$ cat src/rtl/qammod_sched.sv
// qammod_sched: round-robin symbol scheduler sharing one qammod between
// N_REQ packet sources. The winner of an arbitration keeps its grant for
// the whole packet. A packet that reaches MAX_BURST words is cut there.
// Issued symbols are registered and tagged with their source id.
// Optional feature macro: QAMMOD_SCHED_IDLE_FILL_EN. When it is defined,
// every strobe cycle without a transfer emits a fill symbol with
// o_id == N_REQ.
module qammod_sched #(
  parameter int MODULATION_ORDER = 64,
  parameter int N_REQ            = 4,
  parameter int MAX_BURST        = 256,
  localparam int S_W             = 2 * $clog2(MODULATION_ORDER),
  localparam int ID_W            = $clog2(N_REQ + 1)
) (
  input  logic                 clk,
  input  logic                 rst,
  input  logic                 i_stb,
  input  logic [N_REQ-1:0]     i_valid,
  input  logic [N_REQ*S_W-1:0] i_s,
  input  logic [N_REQ-1:0]     i_last,
  output logic [N_REQ-1:0]     o_ready,
  output logic                 o_dv,
  output logic [S_W-1:0]       o_s,
  output logic [ID_W-1:0]      o_id,
  output logic                 o_last,
  output logic                 o_cut,
  output logic                 o_underrun
);

  localparam int PTR_W = $clog2(N_REQ);
  localparam int CNT_W = $clog2(MAX_BURST + 1);

  typedef enum logic [0:0] {
    ST_IDLE  = 1'b0,
    ST_BURST = 1'b1
  } state_t;

  state_t             state_r;
  logic [PTR_W-1:0]   ptr_r;
  logic [PTR_W-1:0]   owner_r;
  logic [CNT_W-1:0]   cnt_r;

  logic [PTR_W:0]     cand_w_s;
  logic [PTR_W-1:0]   cand_s;
  logic               hit_s;
  logic               win_found_s;
  logic [PTR_W-1:0]   win_idx_s;
  logic [PTR_W-1:0]   grant_idx_s;
  logic               grant_vld_s;
  logic               xfer_s;
  logic [S_W-1:0]     sel_word_s;
  logic               sel_last_s;
  logic [CNT_W-1:0]   cnt_inc_s;
  logic               at_max_s;
  logic               burst_s;
  logic               cut_s;
  logic               underrun_s;
  logic [N_REQ-1:0]   ready_s;

  // Next requester index after idx, wrapping at N_REQ-1 back to 0.
  function automatic logic [PTR_W-1:0] wrap_inc(input logic [PTR_W-1:0] idx);
    logic [PTR_W-1:0] nxt;
    if (idx == PTR_W'(N_REQ - 1)) begin
      nxt = '0;
    end else begin
      nxt = idx + PTR_W'(1);
    end
    return nxt;
  endfunction

  // Round-robin search: the first valid requester at or after ptr wins.
  always_comb begin
    win_found_s = 1'b0;
    win_idx_s   = '0;
    cand_w_s    = '0;
    cand_s      = '0;
    hit_s       = 1'b0;
    for (int i = 0; i < N_REQ; i++) begin
      cand_w_s    = {1'b0, ptr_r} + (PTR_W + 1)'(i);
      cand_w_s    = (cand_w_s >= (PTR_W + 1)'(N_REQ)) ?
                    (cand_w_s - (PTR_W + 1)'(N_REQ)) : cand_w_s;
      cand_s      = cand_w_s[PTR_W-1:0];
      hit_s       = ~win_found_s & i_valid[cand_s];
      win_idx_s   = hit_s ? cand_s : win_idx_s;
      win_found_s = win_found_s | hit_s;
    end
  end

  // Grant selection, transfer qualification and burst bookkeeping.
  always_comb begin
    grant_idx_s = '0;
    grant_vld_s = 1'b0;
    case (state_r)
      ST_IDLE: begin
        grant_idx_s = win_idx_s;
        grant_vld_s = win_found_s;
      end
      ST_BURST: begin
        grant_idx_s = owner_r;
        grant_vld_s = 1'b1;
      end
      default: begin
        grant_idx_s = '0;
        grant_vld_s = 1'b0;
      end
    endcase
    xfer_s     = i_stb & grant_vld_s & i_valid[grant_idx_s];
    sel_word_s = i_s[int'(grant_idx_s) * S_W +: S_W];
    sel_last_s = i_last[grant_idx_s];
    cnt_inc_s  = cnt_r + CNT_W'(1);
    at_max_s   = (cnt_inc_s == CNT_W'(MAX_BURST));
    burst_s    = (state_r == ST_BURST);
    cut_s      = burst_s & xfer_s & ~sel_last_s & at_max_s;
    underrun_s = burst_s & i_stb & ~i_valid[owner_r];
    ready_s    = '0;
    // Ready is also held off while reset is asserted, so that no word is
    // taken while the flops are being cleared.
    if (rst & i_stb & grant_vld_s) begin
      ready_s[grant_idx_s] = 1'b1;
    end else begin
      ready_s = '0;
    end
  end

  assign o_ready = ready_s;

  // Arbitration FSM and registered modulator-side outputs.
  always_ff @(posedge clk or negedge rst) begin
    if (!rst) begin
      state_r    <= ST_IDLE;
      ptr_r      <= '0;
      owner_r    <= '0;
      cnt_r      <= '0;
      o_dv       <= 1'b0;
      o_s        <= '0;
      o_id       <= '0;
      o_last     <= 1'b0;
      o_cut      <= 1'b0;
      o_underrun <= 1'b0;
    end else begin
      case (state_r)
        ST_IDLE: begin
          if (xfer_s) begin
            if (sel_last_s) begin
              ptr_r <= wrap_inc(grant_idx_s);
            end else begin
              state_r <= ST_BURST;
              owner_r <= grant_idx_s;
              cnt_r   <= CNT_W'(1);
            end
          end
        end
        ST_BURST: begin
          if (xfer_s) begin
            cnt_r <= cnt_inc_s;
            // A cut packet's remainder re-arbitrates as a new packet.
            if (sel_last_s | at_max_s) begin
              state_r <= ST_IDLE;
              ptr_r   <= wrap_inc(owner_r);
            end
          end
        end
        default: begin
          state_r <= ST_IDLE;
        end
      endcase

      o_cut      <= cut_s;
      o_underrun <= underrun_s;
      if (xfer_s) begin
        o_dv   <= 1'b1;
        o_s    <= sel_word_s;
        o_id   <= ID_W'(grant_idx_s);
        o_last <= sel_last_s | cut_s;
      end
`ifdef QAMMOD_SCHED_IDLE_FILL_EN
      else if (i_stb) begin
        // Keep the modulator stream continuous at the strobe rate.
        o_dv   <= 1'b1;
        o_s    <= '0;
        o_id   <= ID_W'(N_REQ);
        o_last <= 1'b0;
      end
`endif
      else begin
        o_dv <= 1'b0;
      end
    end
  end

endmodule

$ cat config.mk
export PLATFORM = sky130hd
export DESIGN_NAME = qammod_sched
export DESIGN_NICKNAME = d
export VERILOG_FILES = /design/src/rtl/qammod_sched.sv
export SDC_FILE = /design/constraint.sdc
export NUM_CORES = 1
export LEC_CHECK = 0
export BUFFER_PORTS_ARGS = -buffer_cell sky130_fd_sc_hd__buf_4
export CAP_MARGIN = 20
export CORE_MARGIN = 8
export CORE_UTILIZATION = 54
export CTS_CLUSTER_DIAMETER = 30
export DETAILED_ROUTE_END_ITERATION = 12
export GPL_TIMING_DRIVEN = 1
export PLACE_DENSITY = 0.86
export SYNTH_ARGS = -nofsm -noshare
export SYNTH_HDL_FRONTEND = slang
export SYNTH_SLANG_ARGS = --single-unit
$ cat constraint.sdc
create_clock -name clk -period 5.5 [get_ports clk]
set_input_delay 0.825 -clock clk [delete_from_list [all_inputs] [get_ports clk]]
set_output_delay 0.825 -clock clk [all_outputs]
set_load 0.05 [all_outputs]
==> impl_metrics.yaml <==
global_route:
  use_met2: 0.326
  grt_pass1_wl_um: 9930
  overflow: 0
  grtUsageMet3: 0.0591
  antenna_found_initial: 0
  grt_pass1_vias: 2084
  grt_max_degree: 34
  grt_busiest_layer: "met2"
  grt.met1_usage: 0.224
  gr-usage-all-layers: 0.192
placed_design:
  dp_hpwl_um: 4540
  port_buffers: 80
  routabilityCongestion: 0.904
  place_ws_ps: 1780
timing:
  fin_crit_sh: 0.677
  rsz0062_at_grt: "false"
  finClkSkew_ps: 4.66
  worst_slew_pin_slew_ps: 776
  report.final.setup_viol: 0
  hold_viol: 0
  slew_violations: 0
  timing.fmax_mhz: 269
  fin_ws_ps: 1780
  period_needed_ps: 3720
  tns_ps: 0
  holdWs_ps: 470
  slew_headroom: 0.480
run_status:
  run_status: "completed"
clock_tree:
  clk_latency_ps: 290
  numClockSinks: 32
  ctsLongestPathBuffers: 2
  cts-root-buf: "clkbuf_8"
  post-cts-setup-buffers: 0
  cts_tree: "yes"
  hold_buffers: 0
  cts_buffers: 5
  post_cts_resized: 0
  clk_pin_slew_worst_paths_ps: 60
  cts_max_level: 2
routing:
  first_iter_violations: 144
  drt_wl_total_um: 6070
  vias: 2026
  wl_per_cell_um: 17.4
  drtPass1Iterations: 4
  post-route-drc-count: 0
  viasPerCell: 5.81
  ant_nets: 0
synth:
  synth_xor_area_frac: 0
  async_reset_ff_frac: 1.00
  synth_cell_types: 50
  synth-adder-area-share: 0.0323
  synthSimpleGateAreaFrac: 0.147
  yosys_warnings: 0
  synth-main-ff-cell: "dfrtp_1"
  synth_compound_area_frac: 0.164
  synth_top_area_share: 0.345
  ys_seq_area_frac: 0.345
  synth_mux_area_frac: 0.261
  synth_edf_count: 0
  ys_seq_elements: 32
  synth_area_leader_cell: "dfrtp_1"
  synth_top_family_by_area: "multiplexers"
  netlist_area_um2: 2320
  synth_top_cells_by_area: "dfrtp_1 (34%), mux2i_1 (16%), mux2_2 (7.3%)"
  synth_cells: 223
  synth_area_per_cell_um2: 10.4
  syn_nets: 288
pwr:
  vdd_drop_max_uv: 379
  p_leak_uw: 0.00148
  powerDensity_nw_per_um2: 609
  total_power_uw: 1840
floorplanning:
  die_x_um: 81.6
  die_height_um: 81.6
  fp.coreArea_um2: 4230
  row_count: 24
  pin_count: 82
  initial_core_util: 0.548
  die-area_um2: 6650
critical_path:
  arrival_ps: 2900
  crit_cells: 10
  cp-end-kind: "output pin"
  rr_worst_depth: 8
  slowest_delay_ps: 400
  cpMaxStageDelayCell: "buf_4"
  worst-path-buf-inv: 4
  critPathLaunchType: "primary input"
  worstPathRequired_ps: 4680
  crit_fanout: 27
  crit_chain: "buf_4, and3b_1, a211oi_2, o221ai_2, nand2_1, buf_4, inv_1, ha_1, and2_1, buf_4"
  crit_type: "primary input to output pin"
  crit_family: "buffers and inverters"
  crit_top_cell: "buf_4"
min_path:
  min_path_type: "primary input to asynchronous set/reset pin"
final_layout:
  area_growth_pct: 29.9
  layout-drive-gt1-share: 0.384
  nNetsFinal: 362
  diodes: 0
  fill_cells: 352
flow_run:
  max_cap_violations: 0
[cell usage after synthesis, types with 2 or more instances]
cell       instances
buf_1              2
a21oi_1            3
buf_6              2
nand3b_1           2
inv_1              5
a32o_1             2
mux2i_1           38
a2bb2oi_1          2
nor4_1             4
a31oi_1            4
o21ai_1            2
and2_1             7
nand2_1            9
buf_2              6
nand2b_1           5
a221o_1            7
a21boi_1           2
nor2_1            10
clkbuf_1           2
o21ai_0            5
a211oi_1           2
and3_1             6
o31ai_1            2
and3b_1            2
dfrtp_1           32
mux2_2            15
nand3_1            5
ha_1               6
mux2_1             3
nor3_1             9
buf_4              3
[routing by layer]
| metal | share of wire | vias to the layer above | wire length, µm |
|---|---|---|---|
| met2 | 0.53 | 65 | 3200 |
| met5 | 0 | - | 0 |
| met3 | 0.076 | 10 | 462 |
| met1 | 0.38 | 957 | 2300 |
| li1 | - | 994 | - |
| met4 | 0.018 | 0 | 107 |
[logic make-up after synthesis]
| family | count (synthesis) |
|---|---|
| AND/OR/NAND/NOR | 63 |
| AO/OA/AOI/OAI | 43 |
| adder cells (fa/ha/maj) | 6 |
| other | 1 |
| buffers and inverters | 21 |
| multiplexers | 57 |
| flip-flops | 32 |
[layout make-up]
type / instances / area [µm²] / area share
clock buffer: 7 / 96.3 / 0.0319
inverter: 6 / 25.0 / 0.00830
multi-input combinational: 170 / 1410 / 0.466
timing repair buffer: 82 / 623 / 0.207
sequential: 32 / 801 / 0.265
tap: 52 / 65.1 / 0.0216
[stage by stage]
| stage | instances | utilization | cell area, µm² |
|---|---|---|---|
| after floorplan | 223 | - | 2320 |
| after global placement | 341 | 0.686 | 2910 |
| after detailed placement | 341 | 0.686 | 2910 |
| after CTS | 348 | 0.709 | 3000 |
| after global routing | 349 | 0.712 | 3020 |
| final | 349 | 0.712 | 3020 |
[sequential cells by signal (all words and copies together) (netlist names)]
signal,cells
owner_r,2
o_s,12
o_dv,1
o_cut,1
burst_s,1
o_last,1
o_id,2
cnt_r,9
o_underrun,1
ptr_r,2
[power breakdown]
part	internal, µW	switching (µW)
registers	341	118
logic	495	688
clock network	111	84.4
total	947	891
[worst paths after layout]
path / start / endpoint / slack, ps
worst max-delay path: i_valid[2] / o_ready[3] / 1780
worst min-delay path: rst / o_s[10] / 470
worst max register to register: ptr_r[0] / cnt_r[5] / 2520
worst min register to register: o_s[6] / o_s[6] / 490
max in group asynchronous: rst / o_underrun / 4740
min in group clk: o_s[6] / o_s[6] / 490
[cell usage in the layout, fill, tap and decap left out, types with 3 or more instances in the layout]
cell type,n
buf_4,81
mux2i_1,38
dfrtp_1,32
mux2_2,15
nor2_1,10
nand2_1,9
nor3_1,9
and2_1,7
a221o_1,7
clkbuf_8,7
and3_1,6
ha_1,6
nand2b_1,5
inv_1,5
o21ai_0,5
nand3_1,5
a31oi_1,4
nor4_1,4
a21oi_1,3
mux2_1,3
Power figures use the tool's default switching activity.
